<file path="config.mk">
export PLATFORM = sky130hd
export DESIGN_NAME = sid_env_mux
export DESIGN_NICKNAME = d
export VERILOG_FILES = /design/src/rtl/sid_env_mux.sv
export SDC_FILE = /design/constraint.sdc
export NUM_CORES = 1
export LEC_CHECK = 0
export BUFFER_PORTS_ARGS = -buffer_cell sky130_fd_sc_hd__buf_4
export CAP_MARGIN = 20
export CORE_MARGIN = 3
export CORE_UTILIZATION = 32
export DETAILED_ROUTE_END_ITERATION = 12
export PLACE_DENSITY_LB_ADDON = 0.25
export SYNTH_ARGS = -nofsm -noshare
export SYNTH_HDL_FRONTEND = slang
export SYNTH_SLANG_ARGS = --single-unit
</file>
<file path="constraint.sdc">
create_clock -name clk -period 7.1 [get_ports clk]
set_input_delay 1.065 -clock clk [delete_from_list [all_inputs] [get_ports clk]]
set_output_delay 1.065 -clock clk [all_outputs]
set_load 0.01 [all_outputs]
</file>
<file path="src/rtl/sid_env_mux.sv">
// Time-multiplexed ADSR envelope generator: one shared update datapath services one voice
// per clock in round-robin order, with optional exponential decay/release stretching.
module sid_env_mux #(
    parameter int unsigned VOICES = 3,
    parameter int unsigned ENV_W  = 8,
    parameter bit          EXP_EN = 1'b0
) (
    input  logic                      clk,
    input  logic                      rst,
    input  logic                      cfg_we,
    input  logic [2:0]                cfg_voice,
    input  logic                      cfg_addr,
    input  logic [7:0]                cfg_data,
    input  logic [VOICES-1:0]         gate,
    output logic [VOICES*ENV_W-1:0]   env_out,
    output logic                      upd_strobe,
    output logic [2:0]                upd_voice,
    output logic [2:0]                upd_state
);

    typedef enum logic [2:0] {
        StIdle    = 3'd0,
        StAttack  = 3'd1,
        StDecay   = 3'd2,
        StSustain = 3'd3,
        StRelease = 3'd4
    } state_e;

    localparam logic [2:0]       LastSlot  = 3'(VOICES - 1);
    localparam logic [3:0]       NumVoices = 4'(VOICES);
    localparam logic [ENV_W-1:0] EnvMax    = '1;

    // Per-voice storage
    state_e            state_q   [VOICES];
    logic [ENV_W-1:0]  env_q     [VOICES];
    logic [19:0]       cnt_q     [VOICES];
    logic [3:0]        attack_q  [VOICES];
    logic [3:0]        decay_q   [VOICES];
    logic [3:0]        sustain_q [VOICES];
    logic [3:0]        release_q [VOICES];
    logic [VOICES-1:0] gate_prev_q;
    logic [2:0]        slot_q;

    // Shared update datapath, operating on voice slot_q
    state_e            cur_state;
    state_e            nxt_state;
    logic [ENV_W-1:0]  cur_env;
    logic [ENV_W-1:0]  nxt_env;
    logic [ENV_W-1:0]  sus;
    logic [19:0]       cur_cnt;
    logic [19:0]       nxt_cnt;
    logic              gate_now;
    logic              gate_was;
    logic [3:0]        rate;
    logic [2:0]        shift;
    logic [4:0]        exp_sh;
    logic [20:0]       thr;
    logic              step;
    logic [15:0]       sus_rep;
    logic [ENV_W+4:0]  env_pad;

    always_comb begin
        cur_state = state_q[slot_q];
        cur_env   = env_q[slot_q];
        cur_cnt   = cnt_q[slot_q];
        gate_now  = gate[slot_q];
        gate_was  = gate_prev_q[slot_q];

        sus_rep = {4{sustain_q[slot_q]}};
        sus     = sus_rep[15 -: ENV_W];

        // Ones padding below env caps the leading-zero count at 5 even for narrow envelopes.
        env_pad = {cur_env, 5'b11111};
        shift   = 3'd5;
        for (int i = 4; i >= 0; i--) begin
            if (env_pad[ENV_W+4-i]) begin
                shift = 3'(i);
            end
        end
        if (!(EXP_EN && (cur_state == StDecay || cur_state == StRelease))) begin
            shift = 3'd0;
        end

        case (cur_state)
            StAttack:  rate = attack_q[slot_q];
            StDecay:   rate = decay_q[slot_q];
            StRelease: rate = release_q[slot_q];
            default:   rate = 4'd0;
        endcase

        exp_sh = {1'b0, rate} + {2'b00, shift};
        thr    = (21'd1 << exp_sh) - 21'd1;
        step   = ({1'b0, cur_cnt} >= thr);

        nxt_state = cur_state;
        nxt_env   = cur_env;
        nxt_cnt   = cur_cnt;

        if (gate_now && !gate_was) begin
            // Env is kept so a retrigger resumes from the current level.
            nxt_state = StAttack;
            nxt_cnt   = '0;
        end else if (!gate_now && gate_was) begin
            if (cur_state != StIdle) begin
                nxt_state = StRelease;
                nxt_cnt   = '0;
            end
        end else begin
            case (cur_state)
                StAttack, StDecay, StRelease: begin
                    if (step) begin
                        nxt_cnt = '0;
                        case (cur_state)
                            StAttack: begin
                                if (cur_env != EnvMax) begin
                                    nxt_env = cur_env + 1'b1;
                                end
                                if (nxt_env == EnvMax) begin
                                    nxt_state = StDecay;
                                end
                            end
                            StDecay: begin
                                if (cur_env > sus) begin
                                    nxt_env = cur_env - 1'b1;
                                end
                                if (nxt_env <= sus) begin
                                    nxt_state = StSustain;
                                end
                            end
                            default: begin
                                if (cur_env != '0) begin
                                    nxt_env = cur_env - 1'b1;
                                end
                                if (nxt_env == '0) begin
                                    nxt_state = StIdle;
                                end
                            end
                        endcase
                    end else begin
                        nxt_cnt = cur_cnt + 20'd1;
                    end
                end
                default: nxt_cnt = '0;
            endcase
        end
    end

    always_ff @(posedge clk or posedge rst) begin
        if (rst) begin
            for (int v = 0; v < VOICES; v++) begin
                state_q[v]   <= StIdle;
                env_q[v]     <= '0;
                cnt_q[v]     <= '0;
                attack_q[v]  <= '0;
                decay_q[v]   <= '0;
                sustain_q[v] <= '0;
                release_q[v] <= '0;
            end
            gate_prev_q <= '0;
            slot_q      <= '0;
            upd_strobe  <= 1'b0;
            upd_voice   <= '0;
            upd_state   <= '0;
        end else begin
            state_q[slot_q]     <= nxt_state;
            env_q[slot_q]       <= nxt_env;
            cnt_q[slot_q]       <= nxt_cnt;
            gate_prev_q[slot_q] <= gate_now;
            slot_q              <= (slot_q == LastSlot) ? 3'd0 : slot_q + 3'd1;
            upd_strobe          <= 1'b1;
            upd_voice           <= slot_q;
            upd_state           <= nxt_state;
            if (cfg_we && ({1'b0, cfg_voice} < NumVoices)) begin
                if (!cfg_addr) begin
                    attack_q[cfg_voice] <= cfg_data[7:4];
                    decay_q[cfg_voice]  <= cfg_data[3:0];
                end else begin
                    sustain_q[cfg_voice] <= cfg_data[7:4];
                    release_q[cfg_voice] <= cfg_data[3:0];
                end
            end
        end
    end

    always_comb begin
        env_out = '0;
        for (int v = 0; v < VOICES; v++) begin
            env_out[v*ENV_W +: ENV_W] = env_q[v];
        end
    end

endmodule

</file>
# Yosys cells after proc, flatten, opt, wreduce, memory -nomap -nowiden
# Cells that the tools add are included.
# Widths: inputs -> output; s select.
word_totals:
  reg_bits: 154
  elab_cells: 148
  in_bits: 18
classes:
  bitwise_logic: 3
  eq_ne: 6
  n_reduce_logical: 15
  mux: 82
  n_shift: 1
  n_addsub: 5
  order_cmp: 10
op_table:
  columns: ["op", "count"]
  rows:
  - ["$mux 8", 25]
  - ["$mux 20", 8]
  - ["$bwmux 60", 1]
  - ["$bwmux 12", 4]
  - ["$bmux 20 s2", 1]
  - ["$demux 20 s2", 1]
  - ["$mux 3", 12]
  - ["$mux 4", 9]
  - ["$bmux 4 s2", 4]
  - ["$bwmux 24", 1]
  - ["$ge 20x21->1", 1]
  - ["$shl 1x4->21 const A", 1]
  - ["$sub 21x1->21 const B", 1]
  - ["$add 20x1->20 const B", 1]
  - ["$bmux 8 s2", 1]
  - ["$demux 8 s2", 1]
  - ["$pmux 8 s2", 1]
  - ["$pmux 4 s3", 1]
  - ["$bwmux 9", 1]
  - ["$add 8x1->8 const B", 1]
  - ["$demux 4 s2", 1]
  - ["$eq 8x8->1 const B", 1]
  - ["$ge 4x3->1 const B", 2]
  - ["$gt 8x8->1", 1]
  - ["28 further kinds", 41]

# Depth between registers and ports, before layout
logic_depth:
  word_depth: 21
  ltp_mapped: 28
  depth_no_buf: 21

# Least setup slack after synthesis
# OpenSTA, ideal clock, no wires.
synth_path:
  path_type: "register to register"
  from: "register slot_q[0]"
  to: "register env_q, in the netlist env_out[13]"
  path_slack_ns: 1.838
  setup_time_ns: 0.125
  n_path_buf: 6
  arrival_ns: 5.137
  required_time_ns: 6.975
  stages_incl_launch_ff: 27
  synth_period_minus_slack_ns: 5.262
  cell_sequence: "dfrtp_1 > buf_6 > and2b_4 > buf_8 > buf_8 > buf_8 > buf_2 > nand2_1 > o21ai_1 > a22oi_1 > o22ai_1 > or2_2 > or3_1 > ha_1 > nor4b_1 > nand2_1 > o211a_1 > ha_1 > nand4_1 > nor4_1 > a22oi_1 > o211ai_1 > o211ai_2 > buf_2 > a21oi_1 > o211ai_1 > mux2_2"
synth_between:
  elab_chain_len: 17
synth_rtl:
  columns: ["item", "line_no", "rtl"]
  rows:
  - ["start: declaration", "42", "logic [2:0] slot_q;"]
  - ["start signal: assignment", "169", "slot_q <= (slot_q == LastSlot) ? 3'd0 : slot_q + 3'd1;"]
  - ["branches (longest 16 deep; another with $sub 21x1->21)", null, null]
  - ["$bwmux 24 *", "166", "env_q[slot_q] <= nxt_env;"]
  - ["end signal: indexed assignment", "166", null]
  - ["end: declaration", "35", "logic [ENV_W-1:0] env_q [VOICES];"]
# Mark *: on every way between the ends. The select of a mux whose other input is x is not followed.
# A chain may end at the register's enable or synchronous reset.

# Final worst setup path
layout_path:
  from: "register slot_q[1]"
  to: "register env_q, in the netlist env_out[16]"
# Same word-level chain as after synthesis.

==> impl_metrics.json <==
{
  "outcome": "finished, final reports clean",
  "cts.path.max_buffers": 2,
  "clk_pin_slew_ps": 70,
  "hold_slack_ps": 484.7,
  "start_util": 0.3296,
  "io_buffer_count": 48,
  "synth_edf_count": 0,
  "slew_violations": 0,
  "antenna_cells": 0,
  "antenna_found_initial": 0,
  "synth_xor_area_frac": 0.01735,
  "cp_max_fo": 26,
  "setup_ws_ps": 681.1,
  "die_area_um2": 32080,
  "path_class": "reg2reg",
  "synth.avg_cell_area_um2": 10.48,
  "vias": 7265,
  "tightest_slew_ps": 873.1,
  "cts_made_buffers": 17,
  "grt_max_degree": 94,
  "fp-row-count": 62,
  "place_congestion": 0.9003,
  "die_y_um": 179.1,
  "maxCapViolations": 0,
  "cts_setup_buffers": 0,
  "yosys.area_share.simple": 0.1357,
  "share_seq_of_total_power": 0.404,
  "synth_mux_area_frac": 0.1498,
  "synth-compound-area-share": 0.1998,
  "finalPower_mw": 2.499,
  "cts_tree": "done",
  "finalSetupTns_ps": 0,
  "grt_pass1_vias": 7312,
  "rsz0062_at_grt": "no",
  "syn2layout_area_growth_pct": 13.94,
  "hold_depth": 2,
  "rr_worst_depth": 20,
  "synth_fa_ha_area_frac": 0.05480,
  "layout-drive-gt1-share": 0.2446,
  "p_int_mw": 1.744,
  "pre_cts_ws_ps": 741.6,
  "io_pins": 49,
  "end_kind": "flop",
  "finalSetupViolCount": 0,
  "fmax_mhz": 155.8,
  "peakVddDrop_mv": 0.1676,
  "grt_first_pass_wirelength_mm": 41.93,
  "crit_arrival_ps": 6720,
  "min_period_over_period": 0.9041,
  "synth.distinct_cells": 90,
  "synthFlopType": "dfrtp_1",
  "pwr-share-clk": 0.397,
  "root_buffer": "clkbuf_16",
  "drtAntennaViolNets": 0,
  "drc": 0,
  "clock_sinks": 154,
  "cts_hold_buf": 0,
  "combPwrFrac": 0.199,
  "seq_area_frac_synth": 0.4019,
  "coreArea_um2": 29090,
  "leakage_nw": 4.446,
  "reg2reg_slack_ps": 680,
  "power_density_nw_per_um2": 228.7,
  "viasPerCell": 5.370,
  "finClkSkew_ps": 12.26,
  "drt_iter0_markers": 582,
  "utilization": 0.3756,
  "ys_warn_count": 0,
  "drtPass1Iterations": 5,
  "sw_frac_of_total": 0.3020,
  "critPathRequiredTime_ps": 7400,
  "die_w_um": 179.1,
  "period_minus_slack_ps": 6419,
  "relSlewSlack": 0.4165,
  "clk_latency_ps": 440,
  "ys_async_sr_fraction": 1.000,
  "startpoint_type": "flop",
  "groute.usage.overall": 0.1663,
  "synth_top_family_by_area": "compound AO/OA/AOI/OAI gates",
  "layout.nets": 1016,
  "wire_per_inst_um": 18.76,
  "ys_seq_elements": 154,
  "hold_violations": 0,
  "netlist_instances": 915,
  "grt_overflow": 0,
  "netlist_area_um2": 9589,
  "wirelength_mm": 25.38,
  "cts_max_level": 4,
  "cts_resized": 0,
  "hold_path_class": "reg2reg",
  "hpwl_mm": 18.01,
  "p_sw_uw": 754.8
}
critical path, cell delays in order, from the launching register on:
cell and delay, ps:
dfrtp_4 660, buf_4 530, mux2i_1 320, a2bb2oi_1 400
nor3_1 120, nand2_1 90, nand2_1 260, or3_1 480
ha_1 250, nor4b_1 420, nand2_1 100, o211a_1 120
ha_1 290, nand4_1 110, nor4_1 350, a22oi_1 120
o211ai_1 290, o211ai_2 390, o31a_1 380, a221oi_1 410
o21ai_0 150
synth_stat cells, drive strengths merged (6+ instances only):
library cell    n  share of area
a211oi          6         0.0052
a21o            6         0.0047
a21oi          40          0.021
a22o            9         0.0082
a22oi          13          0.010
a2bb2oi        13          0.022
a31oi           6         0.0039
and2            6         0.0039
and3            6         0.0039
buf            32          0.025
clkbuf         18         0.0070
dfrtp         154           0.40
ha             42          0.055
inv            20         0.0078
mux2           84          0.099
mux2i          49          0.051
nand2         103          0.040
nand3          28          0.017
nand4          11          0.012
nor2           39          0.017
nor3           13         0.0078
nor4            6         0.0061
o21ai          77          0.041
o2bb2ai        23          0.031
xnor2          14          0.013
power groups by stage:
| stage | Clock [mW] | Combinational (mW) | Sequential (mW) |
|---|---|---|---|
| 2_1_floorplan | 0 | 0.358 | 1.02 |
| 3_3_place_gp | 0 | 0.489 | 1.03 |
| 3_5_place_dp | 0 | 0.497 | 1.03 |
| 4_1_cts | 1.02 | 0.500 | 1.01 |
| 5_1_grt | 1.06 | 0.562 | 1.02 |
| 6_report | 0.991 | 0.498 | 1.01 |
through the flow:
step / std cells / instance area (µm²)
final: 1353 / 10930
after global routing: 1353 / 10930
after CTS: 1353 / 10930
after detailed placement: 1321 / 10300
after global placement: 1321 / 10300
after floorplan: 919 / 9604
layout by cell type (no fill, tap or decap), types with 7 or more instances in the layout:
master	count
a22o_1	9
buf_4	68
nand3_1	25
a21oi_1	40
clkbuf_16	17
nor2_1	38
mux2_2	80
a22oi_1	13
nand4_1	7
o21ai_1	16
o2bb2ai_1	11
xnor2_1	14
inv_1	16
nand2_1	103
nor3_1	11
mux2i_1	49
o21ai_0	59
ha_1	42
inv_6	7
o2bb2ai_2	10
dfrtp_1	152
logic make-up (layout without fill, tap and decap cells):
| logic type | after synthesis | after routing |
|---|---|---|
| mux | 133 | 133 |
| compound gates | 251 | 251 |
| fa+ha+maj | 42 | 42 |
| other cells | 1 | 5 |
| simple gates | 244 | 244 |
| flops | 154 | 154 |
| buf+inv | 71 | 121 |
| xor+xnor | 19 | 19 |
area by class of cell:
type,count,area (µm²)
fillers,2900,18160
multi-input cells,694,5364
flip-flops and latches,154,3859
repair buffers,68,510.5
well taps,384,480.5
clock buffers,17,425.4
clock inverters,15,201.4
inverters,21,85.08
sequential cells by signal, indices dropped and copies added, names as in the netlist:
register     flops
attack_q        12
env_out         24
upd_strobe       1
cnt_q           60
decay_q         12
upd_state        3
state_q          9
sustain_q       12
gate_prev_q      3
upd_voice        3
release_q       12
slot_q           3
metal layers:
layer / part of all wire / wire length [µm] / track usage
met3: 0.049 / 1254 / 0.03812
met2: 0.42 / 10750 / 0.2429
met5: 0 / 0 / 0
met1: 0.51 / 13030 / 0.2466
met4: 0.014 / 346 / 0.04317
worst paths after layout:
| check | from | to |
|---|---|---|
| setup / recovery | slot_q[1] | env_out[16] |
| hold / removal | cnt_q[1] | cnt_q[1] |
| setup reg to reg | slot_q[1] | env_out[16] |
| hold reg to reg | cnt_q[1] | cnt_q[1] |
| max in group asynchronous | rst | slot_q[1] |
| min in group asynchronous | rst | sustain_q[6] |
No activity file was read; power rests on OpenSTA's default activity.
